==> config.mk <==
export PLATFORM = sky130hd
export DESIGN_NAME = morse_timed_decoder
export DESIGN_NICKNAME = d
export VERILOG_FILES = /design/src/rtl/morse_timed_decoder.sv
export SDC_FILE = /design/constraint.sdc
export NUM_CORES = 1
export LEC_CHECK = 0
export CORE_ASPECT_RATIO = 1.75
export CORE_MARGIN = 1.5
export CORE_UTILIZATION = 55
export CTS_CLUSTER_DIAMETER = 50
export DETAILED_ROUTE_END_ITERATION = 8
export HOLD_SLACK_MARGIN = 0.02
export PLACE_DENSITY = 0.83
export SLEW_MARGIN = 0
export SYNTH_ARGS = -nofsm -noshare
export SYNTH_HDL_FRONTEND = slang
export SYNTH_SLANG_ARGS = --single-unit
==> constraint.sdc <==
create_clock -name clk -period 3 [get_ports clk]
set_input_delay 0.6 -clock clk [delete_from_list [all_inputs] [get_ports clk]]
set_output_delay 0.6 -clock clk [all_outputs]
set_load 0.01 [all_outputs]
==> src/rtl/morse_timed_decoder.sv <==
// Timed Morse decoder: press length picks dot/dash, a release gap closes the letter.
// Define MORSE_DIGITS_EN to decode 5-symbol codes as digits 0-9.
module morse_timed_decoder #(
  parameter int MAX_SYMBOLS      = 5,
  parameter int DOT_MAX_TICKS    = 2,
  parameter int LETTER_GAP_TICKS = 4,
  parameter int CNT_W            = 8
) (
  input  logic                     clk,
  input  logic                     rst,
  input  logic                     TickEn,
  input  logic                     PlayerBtn,
  output logic [2*MAX_SYMBOLS-1:0] MorsePacked,
  output logic [2:0]               SymCount,
  output logic                     MorseReady,
  output logic [7:0]               DecodedLetter,
  output logic                     Overflow,
  output logic [1:0]               fsm_state
);

  typedef enum logic [1:0] {
    IDLE  = 2'd0,
    PRESS = 2'd1,
    GAP   = 2'd2,
    EMIT  = 2'd3
  } state_t;

  localparam logic [CNT_W-1:0] DUR_MAX  = {CNT_W{1'b1}};
  localparam logic [CNT_W-1:0] DOT_MAX  = CNT_W'(DOT_MAX_TICKS);
  localparam logic [CNT_W-1:0] GAP_T    = CNT_W'(LETTER_GAP_TICKS);
  localparam logic [2:0]       MAX_S    = 3'(MAX_SYMBOLS);
  localparam logic [2:0]       CNT_SAT  = 3'(MAX_SYMBOLS + 1);

  generate
    if (MAX_SYMBOLS < 4 || MAX_SYMBOLS > 6) begin : g_bad_max
      $error("morse_timed_decoder: MAX_SYMBOLS must be 4..6");
    end
`ifdef MORSE_DIGITS_EN
    if (MAX_SYMBOLS < 5) begin : g_bad_digits
      $error("morse_timed_decoder: MORSE_DIGITS_EN needs MAX_SYMBOLS >= 5");
    end
`endif
  endgenerate

  state_t                   state, state_nx;
  logic                     btn_m, btn_s, btn_p;
  logic                     rise, fall;
  logic [CNT_W-1:0]         dur, dur_nx, dur_inc;
  logic [2*MAX_SYMBOLS-1:0] acc, acc_nx;
  logic [2:0]               sym_cnt, cnt_nx;
  logic                     ovf, ovf_nx;
  logic                     load;
  logic [1:0]               sym;
  logic [5:0]               dash;
  logic [7:0]               letter_dec;

  always_ff @(posedge clk or negedge rst) begin
    if (!rst) begin
      btn_m <= 1'b0;
      btn_s <= 1'b0;
      btn_p <= 1'b0;
    end else begin
      btn_m <= PlayerBtn;
      btn_s <= btn_m;
      btn_p <= btn_s;
    end
  end

  assign rise    = btn_s & ~btn_p;
  assign fall    = ~btn_s & btn_p;
  assign dur_inc = (TickEn && dur != DUR_MAX) ? dur + 1'b1 : dur;
  assign sym     = (dur_inc <= DOT_MAX) ? 2'b01 : 2'b11;

  always_ff @(posedge clk or negedge rst) begin
    if (!rst) state <= IDLE;
    else      state <= state_nx;
  end

  // Outputs are captured on the gap-closing cycle so they are already valid in EMIT.
  always_comb begin
    state_nx = state;
    dur_nx   = dur;
    acc_nx   = acc;
    cnt_nx   = sym_cnt;
    ovf_nx   = ovf;
    load     = 1'b0;
    case (state)
      IDLE: begin
        if (rise) begin
          state_nx = PRESS;
          dur_nx   = '0;
        end
      end
      PRESS: begin
        dur_nx = dur_inc;
        if (fall) begin
          if (sym_cnt < MAX_S) begin
            for (int i = 0; i < MAX_SYMBOLS; i++) begin
              if (sym_cnt == i[2:0]) acc_nx[2*i +: 2] = sym;
            end
          end else begin
            ovf_nx = 1'b1;
          end
          cnt_nx   = (sym_cnt == CNT_SAT) ? sym_cnt : sym_cnt + 3'd1;
          dur_nx   = '0;
          state_nx = GAP;
        end
      end
      GAP: begin
        dur_nx = dur_inc;
        if (dur_inc == GAP_T) begin
          load     = 1'b1;
          state_nx = EMIT;
        end else if (rise) begin
          dur_nx   = '0;
          state_nx = PRESS;
        end
      end
      EMIT: begin
        acc_nx   = '0;
        cnt_nx   = '0;
        ovf_nx   = 1'b0;
        dur_nx   = '0;
        state_nx = btn_s ? PRESS : IDLE;
      end
      default: state_nx = IDLE;
    endcase
  end

  always_ff @(posedge clk or negedge rst) begin
    if (!rst) begin
      dur           <= '0;
      acc           <= '0;
      sym_cnt       <= '0;
      ovf           <= 1'b0;
      MorsePacked   <= '0;
      SymCount      <= '0;
      DecodedLetter <= '0;
      Overflow      <= 1'b0;
    end else begin
      dur     <= dur_nx;
      acc     <= acc_nx;
      sym_cnt <= cnt_nx;
      ovf     <= ovf_nx;
      if (load) begin
        MorsePacked   <= acc;
        SymCount      <= sym_cnt;
        DecodedLetter <= letter_dec;
        Overflow      <= ovf;
      end
    end
  end

  // Dash bit i is 1 for a dash in slot i, first symbol in bit 0.
  always_comb begin
    dash = '0;
    for (int i = 0; i < MAX_SYMBOLS; i++) dash[i] = acc[2*i+1];
    letter_dec = 8'h3F;
    if (!ovf) begin
      case (sym_cnt)
        3'd1: letter_dec = dash[0] ? "T" : "E";
        3'd2: begin
          case (dash[1:0])
            2'b00: letter_dec = "I";
            2'b10: letter_dec = "A";
            2'b01: letter_dec = "N";
            2'b11: letter_dec = "M";
            default: ;
          endcase
        end
        3'd3: begin
          case (dash[2:0])
            3'b000: letter_dec = "S";
            3'b100: letter_dec = "U";
            3'b010: letter_dec = "R";
            3'b110: letter_dec = "W";
            3'b001: letter_dec = "D";
            3'b101: letter_dec = "K";
            3'b011: letter_dec = "G";
            3'b111: letter_dec = "O";
            default: ;
          endcase
        end
        3'd4: begin
          case (dash[3:0])
            4'b0000: letter_dec = "H";
            4'b1000: letter_dec = "V";
            4'b0100: letter_dec = "F";
            4'b0010: letter_dec = "L";
            4'b0110: letter_dec = "P";
            4'b1110: letter_dec = "J";
            4'b0001: letter_dec = "B";
            4'b1001: letter_dec = "X";
            4'b0101: letter_dec = "C";
            4'b1101: letter_dec = "Y";
            4'b0011: letter_dec = "Z";
            4'b1011: letter_dec = "Q";
            default: ;
          endcase
        end
`ifdef MORSE_DIGITS_EN
        3'd5: begin
          case (dash[4:0])
            5'b11110: letter_dec = "1";
            5'b11100: letter_dec = "2";
            5'b11000: letter_dec = "3";
            5'b10000: letter_dec = "4";
            5'b00000: letter_dec = "5";
            5'b00001: letter_dec = "6";
            5'b00011: letter_dec = "7";
            5'b00111: letter_dec = "8";
            5'b01111: letter_dec = "9";
            5'b11111: letter_dec = "0";
            default: ;
          endcase
        end
`endif
        default: ;
      endcase
    end
  end

  // MorseReady: one-cycle strobe, no back-pressure; data outputs are valid with it and hold after.
  assign MorseReady = (state == EMIT);
  assign fsm_state  = state;

endmodule

==> impl_metrics.env, run 1 <==
export IMPL_grt_max_degree=28
export IMPL_syn_to_final_growth_pct=13.2
export IMPL_post_cts_resized=0
export IMPL_cp_slowest_cell="dfrtp_1"
export IMPL_cp_max_fo=17
export IMPL_p_per_area_nw_per_um2=559
export IMPL_drcViolationCount=0
export IMPL_clkSinkCount=48
export IMPL_drt_vias_per_instance=6.19
export IMPL_postPlaceCellArea_um2=3440
export IMPL_num_nets_final=356
export IMPL_finClkSkew_ns=0.00864
export IMPL_status="finished, final reports clean"
export IMPL_worst_ep_required_time_ns=3.21
export IMPL_antenna_left=0
export IMPL_synth_top_area_share_pct=38.0
export IMPL_crit_cells=8
export IMPL_slew_viol_final=0
export IMPL_p_leak_nw=1.61
export IMPL_globalplace_congestion=0.893
export IMPL_worst_pin_slew_ns=0.610
export IMPL_r2r_start="dur[0]$_DFFE_PN0P_"
export IMPL_rr_endpoint="Overflow$_DFFE_PN0P_"
export IMPL_die_area_um2=6240
export IMPL_hold_buffers=0
export IMPL_synthArstFlopShare_pct=100
export IMPL_hold_viol=0
export IMPL_reg2regPathDepth=8
export IMPL_cp_end_kind="flop"
export IMPL_max_freq_mhz=382
export IMPL_track_usage_pct=23.6
export IMPL_synthTopCellsByCount="dfrtp_1 (48), nand2_1 (25), a21oi_1 (22)"
export IMPL_io_pin_count=29
export IMPL_die_x_um=60.3
export IMPL_cts_buffers=5
export IMPL_hp_class="input pin to asynchronous set/reset pin"
export IMPL_drv_cap=0
export IMPL_synth_ff_latch_count=48
export IMPL_cts_tree="yes"
export IMPL_worstPathArrival_ns=2.82
export IMPL_synth_edf_count=0
export IMPL_timing_hold_ws_ns=0.276
export IMPL_syn_area_per_cell_um2=10.1
export IMPL_place_hpwl_um=5030
export IMPL_critPathTopFamily="simple AND/OR/NAND/NOR gates"
export IMPL_path_class="flop to flop"
export IMPL_fin_area_um2=3580
export IMPL_num_rows=36
export IMPL_clkSlewWorstSetupHoldPaths_ns=0.09
export IMPL_synthCells=312
export IMPL_crit_chain="ha_1 -> nand3_1 -> or2_1 -> and3_4 -> a2111oi_4 -> nand3_4 -> buf_4 -> mux2_4"
export IMPL_wire_per_inst_um=16.6
export IMPL_routed_wl_um=6820
export IMPL_drtIter0Drc=140
export IMPL_worstSetupStartpointType="flop"
export IMPL_ys_flop_type="dfrtp_1"
export IMPL_num_vias=2543
export IMPL_drive_above_1_share_pct=16.1
export IMPL_gr_total_overflow=0
export IMPL_port_buffers=27
export IMPL_synth_top_cell_by_area="dfrtp_1"
export IMPL_ir_drop_mv=0.389
export IMPL_grt_first_pass_wirelength_um=11000
export IMPL_syn_nets=334
export IMPL_seq_area_frac_synth_pct=38.0
export IMPL_p_total_mw=2.00
export IMPL_cts_root_buffer="clkbuf_8"
export IMPL_clock_latency_ns=0.32
export IMPL_synth_most_common_cell="dfrtp_1"
export IMPL_antenna_found_initial=0
export IMPL_antenna_cells=0
export IMPL_reg2reg_slack_ns=0.39
export IMPL_h_tree_depth=2
export IMPL_period_needed_ns=2.61
export IMPL_synthesis_area_um2=3160
export IMPL_die_height_um=103
export IMPL_netlist_cell_type_count=66
export IMPL_path_buf_inv=1
export IMPL_rsz0062_at_grt="no"
export IMPL_grt_pass1_vias=2379
export IMPL_dr_pass1_iters=5
export IMPL_fin_crit_sh_pct=87.2
export IMPL_slew_limit_headroom_pct=59.4
export IMPL_core_um2=5540
export IMPL_yosysWarnings=0
export IMPL_initial_core_util_pct=57.1
export IMPL_cpPeakStageDelay_ns=0.53
export IMPL_cts_buffer_depth=2
export IMPL_fin_util_pct=64.6
export IMPL_setup_viol=0
export IMPL_fin_tns_setup_ns=0
export IMPL_yosys_top_cells_area="dfrtp_1 (38%), mux2_4 (7.6%), ha_1 (7.1%), mux2_2 (4.6%), a21oi_1 (3.5%)"
export IMPL_cts_setup_buffers=0
layer usage:
| layer | wire (um) | vias to the layer above | global-route usage [%] |
|---|---|---|---|
| met5 | 0 | - | 0 |
| met2 | 3700 | 99 | 41.9 |
| met1 | 2540 | 1226 | 25.3 |
| met4 | 264 | 0 | 14.7 |
| met3 | 313 | 24 | 3.61 |
| li1 | - | 1194 | - |
cell families after synthesis:
kind of cell	after synthesis	synth area share [%]
AOI/OAI and AO/OA	89	20.3
and+or+nand+nor	88	14.4
DFF	48	38.0
muxes	34	13.8
buffers and inverters	32	5.77
adders and majority gates	18	7.12
xor gates and xnor gates	2	0.554
other	1	0.119
sequential cells by signal, indices dropped and copies added, names as in the netlist:
name           flops
btn_m              1
acc               10
btn_s              1
ovf                1
fsm_state          2
DecodedLetter      7
MorsePacked       10
dur                8
sym_cnt            3
btn_p              1
SymCount           3
Overflow           1
area by class of cell:
| class | instances | area, um2 |
|---|---|---|
| repair buffers | 34 | 318 |
| inverters | 13 | 48.8 |
| flip-flops and latches | 48 | 1200 |
| well taps | 76 | 95.1 |
| multi-input cells | 232 | 1780 |
| clock buffers | 5 | 68.8 |
| clock inverters | 3 | 68.8 |
| fillers | 439 | 1960 |
power breakdown:
group | internal (mW) | switching [mW]
registers | 0.708 | 0.104
logic | 0.264 | 0.355
clock network | 0.335 | 0.238
total | 1.31 | 0.696
worst reg2reg max path: stages, from the launching register on:
cell and delay, ns:
dfrtp_1 0.53, ha_1 0.33, nand3_1 0.12, or2_1 0.27
and3_4 0.21, a2111oi_4 0.36, nand3_4 0.11, buf_4 0.24
mux2_4 0.32
per-stage QoR:
stage	std cells	setup WS, ns
global route	411	0.220
CTS	411	0.386
floorplan	312	0.566
detailed placement	403	0.253
global placement	403	0.322
finish	411	0.385
cell usage in the layout (no fill, tap or decap), types with 2 or more instances in the layout:
master	n
dfrtp_1	48
mux2i_1	5
o21a_1	3
nand3_1	8
and4_1	2
buf_4	7
clkbuf_8	5
o22ai_1	2
a311oi_1	3
and2_1	2
a211oi_1	2
a221oi_1	3
bufinv_16	2
a31oi_1	7
o21bai_1	2
o31ai_1	2
nand2_1	25
nand2b_1	2
and3_1	3
a22o_1	11
nand3b_1	2
mux2_4	16
o21ai_0	12
nor2_1	19
inv_1	13
nor3_1	4
o211ai_1	3
or3_1	2
a21oi_1	22
mux2_2	13
nor2b_1	8
ha_1	18
nand4_1	3
clkdlybuf4s50_1	26
how the worst max path moves through the flow:
stage | startpoint | end | slack (ns)
CTS | dur[0]$_DFFE_PN0P_ | Overflow$_DFFE_PN0P_ | 0.39
floorplan | acc[1]$_DFFE_PN0P_ | DecodedLetter[3]$_DFFE_PN0P_ | 0.57
global route | dur[0]$_DFFE_PN0P_ | MorsePacked[7]$_DFFE_PN0P_ | 0.22
finish | dur[0]$_DFFE_PN0P_ | Overflow$_DFFE_PN0P_ | 0.39
detailed placement | TickEn | SymCount[0]$_DFFE_PN0P_ | 0.25
global placement | TickEn | MorsePacked[9]$_DFFE_PN0P_ | 0.32
(Power assumes the default switching activity.)
==> run 2, diff against run 1 <==
Settings changed: CORE_ASPECT_RATIO 1.75 to 0.8.
==> impl_metrics.env, run 2 (synthesis results as in run 1) <==
export IMPL_status="finished, final reports clean"
export IMPL_die_x_um=87.8
export IMPL_worst_pin_slew_ns=1.02
export IMPL_ir_drop_mv=0.317
export IMPL_grt_first_pass_wirelength_um=11000
export IMPL_top_regs="MorsePacked (10), acc (10), dur (8)"
export IMPL_dr_pass1_iters=6
export IMPL_antenna_left=0
export IMPL_fin_ws_ns=0.370
export IMPL_cts_buffers=5
export IMPL_finClkSkew_ns=0.00600
export IMPL_power_switching_mw=0.680
export IMPL_track_usage_pct=22.3
export IMPL_slew_limit_headroom_pct=31.7
export IMPL_cp_end_kind="flop"
export IMPL_hold_buffers=0
export IMPL_path_class="flop to flop"
export IMPL_p_per_area_nw_per_um2=557
export IMPL_max_freq_mhz=380
export IMPL_final_cell_mix="dfrtp_1 (48), clkdlybuf4s50_1 (26), nand2_1 (25), a21oi_1 (22), nor2_1 (19)"
export IMPL_fin_tns_setup_ns=0
export IMPL_hold_depth=0
export IMPL_hp_class="flop to flop"
export IMPL_rr_endpoint="MorsePacked[7]$_DFFE_PN0P_"
export IMPL_period_needed_ns=2.63
export IMPL_post_cts_resized=0
export IMPL_routed_wl_um=6460
export IMPL_worst_ep_required_time_ns=3.19
export IMPL_fin_cells=410
export IMPL_final_common_cell="dfrtp_1"
export IMPL_gr_total_overflow=0
export IMPL_seq_area_um2=1200
export IMPL_switching_share_pct=34.3
export IMPL_syn_to_final_growth_pct=12.5
export IMPL_p_seq_share_pct=40.8
export IMPL_drive_above_1_share_pct=15.4
export IMPL_drv_cap=0
export IMPL_fillers=447
export IMPL_setup_viol=0
export IMPL_cts_setup_buffers=0
export IMPL_clock_latency_ns=0.30
export IMPL_num_vias=2439
export IMPL_reg2reg_slack_ns=0.37
export IMPL_cts_root_buffer="clkbuf_8"
export IMPL_num_rows=24
export IMPL_dp_cells=402
export IMPL_port_buffers=27
export IMPL_die_area_um2=6220
export IMPL_cp_slowest_cell="dfrtp_1"
export IMPL_globalplace_congestion=0.955
export IMPL_clkSlewWorstSetupHoldPaths_ns=0.09
export IMPL_cpPeakStageDelay_ns=0.54
export IMPL_multi_input_area_um2=1780
export IMPL_cp_max_fo=15
export IMPL_r2r_start="dur[1]$_DFFE_PN0P_"
export IMPL_fin_util_pct=64.8
export IMPL_whs_endpoint="btn_s$_DFF_PN0_"
export IMPL_combinationalPowerShare_pct=30.9
export IMPL_post_place_ws_ns=0.299
export IMPL_drcViolationCount=0
export IMPL_worstSetupStartpointType="flop"
export IMPL_place_hpwl_um=4610
export IMPL_drt_vias_per_instance=5.95
export IMPL_fin_crit_sh_pct=87.7
export IMPL_hold_viol=0
export IMPL_p_leak_nw=1.59
export IMPL_slew_viol_final=0
export IMPL_rsz0062_at_grt="no"
export IMPL_die_height_um=70.8
export IMPL_initial_core_util_pct=57.6
export IMPL_antenna_found_initial=0
export IMPL_worstPathArrival_ns=2.82
export IMPL_min_from="btn_m$_DFF_PN0_"
export IMPL_pwr_share_clk_pct=28.2
export IMPL_h_tree_depth=2
export IMPL_wire_per_inst_um=15.7
export IMPL_grt_pass1_vias=2189
export IMPL_grt_max_degree=49
export IMPL_cts_tree="yes"
export IMPL_drtIter0Drc=202
export IMPL_clkSinkCount=48
export IMPL_cts_buffer_depth=2
export IMPL_crit_chain="ha_1 -> nand3_1 -> or2_1 -> and3_4 -> a2111oi_4 -> nand3_4 -> buf_4 -> mux2_4"
export IMPL_reg2regPathDepth=8
export IMPL_num_nets_final=353
export IMPL_core_um2=5500
export IMPL_antenna_cells=0
export IMPL_io_pin_count=29
export IMPL_timing_hold_ws_ns=0.361
export IMPL_intPower_mw=1.30
## run 2: cell types whose count changed in the layout (fill, tap and decap cells not counted), sizes merged
cell,previous run,this run
buf,8,5
## run 2: layout make-up
type / count / area share, %
multi-input combinational: 232 / 50.0
timing repair buffer: 31 / 8.29
tap: 78 / 2.74
clock inverter: 3 / 1.93
inverter: 13 / 1.37
sequential: 48 / 33.7
clock buffer: 5 / 1.93
## run 2: routing by layer
metal	share of wire (%)	vias to the layer above	global-route usage, %
met5	0	-	0
met4	0.79	0	5.29
met3	4.4	6	3.50
met2	46	71	32.4
met1	49	1171	34.7
li1	-	1191	-
## run 2: through the flow
| step | cell area [um2] | total power, mW |
|---|---|---|
| finish | 3560 | 1.98 |
| global route | 3560 | 2.11 |
| CTS | 3560 | 1.99 |
| detailed placement | 3420 | 1.41 |
| global placement | 3420 | 1.39 |
| floorplan | 3160 | 1.27 |
## run 2: power groups by stage
stage	clock network [mW]	registers, mW	logic (mW)
floorplan	0	0.770	0.496
global placement	0	0.817	0.571
detailed placement	0	0.820	0.591
CTS	0.573	0.809	0.608
global route	0.600	0.829	0.680
finish	0.560	0.810	0.614
## run 2: worst max path at each step
stage	start	endpoint	slack, ns	cells past startpoint
after floorplan	acc[1]$_DFFE_PN0P_	DecodedLetter[3]$_DFFE_PN0P_	0.57	9
after global placement	TickEn	DecodedLetter[3]$_DFFE_PN0P_	0.33	8
after detailed placement	TickEn	MorsePacked[6]$_DFFE_PN0P_	0.30	8
after CTS	dur[1]$_DFFE_PN0P_	MorsePacked[7]$_DFFE_PN0P_	0.35	8
after global routing	dur[1]$_DFFE_PN0P_	DecodedLetter[4]$_DFFE_PN0P_	0.23	8
final	dur[1]$_DFFE_PN0P_	MorsePacked[7]$_DFFE_PN0P_	0.37	8
## run 2: critical path: cells and delay by family, from the launching register on
family	cells	cell delay, ns
and+or+nand+nor	4	0.72
DFF	1	0.54
AOI/OAI and AO/OA	1	0.37
adders and majority gates	1	0.33
muxes	1	0.32
buffers and inverters	1	0.23
==> run 3, diff against run 2 <==
Clock period 3 ns to 2.6 ns, I/O delays scaled along.
==> impl_metrics.env, run 3 (synthesis results as in run 1) <==
export IMPL_place_hpwl_um=4920
export IMPL_globalplace_congestion=0.966
export IMPL_h_tree_depth=2
export IMPL_path_class="flop to flop"
export IMPL_period_needed_ns=2.41
export IMPL_p_per_area_nw_per_um2=588
export IMPL_switching_share_pct=37.5
export IMPL_die_x_um=87.8
export IMPL_cts_buffer_depth=2
export IMPL_fin_crit_sh_pct=92.5
export IMPL_cp_max_fo=10
export IMPL_drive_above_1_share_pct=17.6
export IMPL_syn_to_final_growth_pct=13.9
export IMPL_postPlaceCellArea_um2=3520
export IMPL_top_regs="MorsePacked (10), acc (10), dur (8)"
export IMPL_track_usage_pct=23.3
export IMPL_routed_wl_um=6740
export IMPL_worst_pin_slew_ns=0.582
export IMPL_die_area_um2=6220
export IMPL_clkSlewWorstSetupHoldPaths_ns=0.09
export IMPL_slew_limit_headroom_pct=61.1
export IMPL_drv_cap=0
export IMPL_p_leak_nw=1.63
export IMPL_setup_viol=0
export IMPL_status="finished, final reports clean"
export IMPL_core_um2=5500
export IMPL_final_common_cell="dfrtp_1"
export IMPL_clkSinkCount=48
export IMPL_cts_tree="yes"
export IMPL_cts_setup_buffers=0
export IMPL_power_switching_mw=0.793
export IMPL_p_seq_share_pct=43.2
export IMPL_worst_ep_required_time_ns=2.80
export IMPL_drt_vias_per_instance=6.01
export IMPL_initial_core_util_pct=57.6
export IMPL_p_total_mw=2.12
export IMPL_hold_viol=0
export IMPL_clock_latency_ns=0.31
export IMPL_port_buffers=27
export IMPL_grt_pass1_vias=2325
export IMPL_antenna_cells=0
export IMPL_timing_hold_ws_ns=0.196
export IMPL_grt_first_pass_wirelength_um=11300
export IMPL_ir_drop_mv=0.290
export IMPL_worstPathArrival_ns=2.60
export IMPL_pwr_share_clk_pct=20.9
export IMPL_num_rows=24
export IMPL_fin_tns_setup_ns=0
export IMPL_slew_viol_final=0
export IMPL_drcViolationCount=0
export IMPL_intPower_mw=1.32
export IMPL_antenna_found_initial=0
export IMPL_wire_per_inst_um=16.1
export IMPL_finClkSkew_ns=0.00980
export IMPL_die_height_um=70.8
export IMPL_worstSetupStartpointType="flop"
export IMPL_cts_buffers=5
export IMPL_grt_max_degree=26
export IMPL_drtIter0Drc=191
export IMPL_io_pin_count=29
export IMPL_cp_end_kind="flop"
export IMPL_combinationalPowerShare_pct=35.9
export IMPL_num_nets_final=362
export IMPL_dr_pass1_iters=5
export IMPL_num_vias=2519
export IMPL_max_freq_mhz=416
export IMPL_gr_total_overflow=0
export IMPL_post_cts_resized=0
export IMPL_hp_class="input pin to asynchronous set/reset pin"
export IMPL_fin_area_um2=3600
export IMPL_cts_root_buffer="clkbuf_8"
export IMPL_hold_buffers=0
export IMPL_antenna_left=0
export IMPL_final_cell_mix="dfrtp_1 (48), clkdlybuf4s50_1 (26), nand2_1 (25), a21oi_1 (22), nor2_1 (19)"
export IMPL_rsz0062_at_grt="no"
-- run 3: power groups by stage --
stage | sequential (mW) | combinational [mW] | clock (mW)
6_report | 0.914 | 0.761 | 0.442
5_1_grt | 0.925 | 0.835 | 0.488
4_1_cts | 0.912 | 0.744 | 0.459
3_5_place_dp | 0.927 | 0.733 | 0
3_3_place_gp | 0.919 | 0.705 | 0
2_1_floorplan | 0.888 | 0.572 | 0
-- run 3: layout make-up --
| cell class | count | area [um2] |
|---|---|---|
| clock buffer | 5 | 68.8 |
| timing repair buffer | 40 | 388 |
| tap | 78 | 97.6 |
| clock inverter | 3 | 18.8 |
| sequential | 48 | 1200 |
| inverter | 13 | 48.8 |
| multi-input combinational | 232 | 1780 |
| fill | 446 | 1890 |
-- run 3: layer usage --
| metal | vias to the layer above | track usage [%] | wire length (um) |
|---|---|---|---|
| met1 | 1208 | 32.9 | 3190 |
| met2 | 94 | 36.2 | 3110 |
| li1 | 1206 | - | - |
| met5 | - | 0 | 0 |
| met4 | 0 | 5.82 | 90 |
| met3 | 11 | 5.13 | 354 |
-- run 3: metrics by stage --
stage	cells	setup WS [ns]	utilization [%]
floorplan	312	0.166	-
global placement	411	0.0473	64.0
detailed placement	411	0.0123	64.0
CTS	419	0.201	65.6
global route	419	0.0618	65.6
finish	419	0.195	65.6
-- run 3: path summary, 6_finish.rpt --
check	from	end	slack (ns)	cells after the start
setup / recovery	dur[1]$_DFFE_PN0P_	MorsePacked[5]$_DFFE_PN0P_	0.19	8
hold / removal	rst	MorsePacked[8]$_DFFE_PN0P_	0.20	1
setup reg to reg	dur[1]$_DFFE_PN0P_	MorsePacked[5]$_DFFE_PN0P_	0.19	8
hold reg to reg	btn_m$_DFF_PN0_	btn_s$_DFF_PN0_	0.36	0
max in group asynchronous	rst	dur[2]$_DFFE_PN0P_	1.87	2
min in group clk	btn_m$_DFF_PN0_	btn_s$_DFF_PN0_	0.36	0
-- run 3: worst max-delay path, cell delays in order, from the launching register on --
cell and delay, ns:
dfrtp_1 0.37, ha_1 0.30, nand3_1 0.13, or2_1 0.28, and3_4 0.21, a2111oi_4 0.35, nand3_4 0.13, buf_4 0.21
mux2_4 0.30
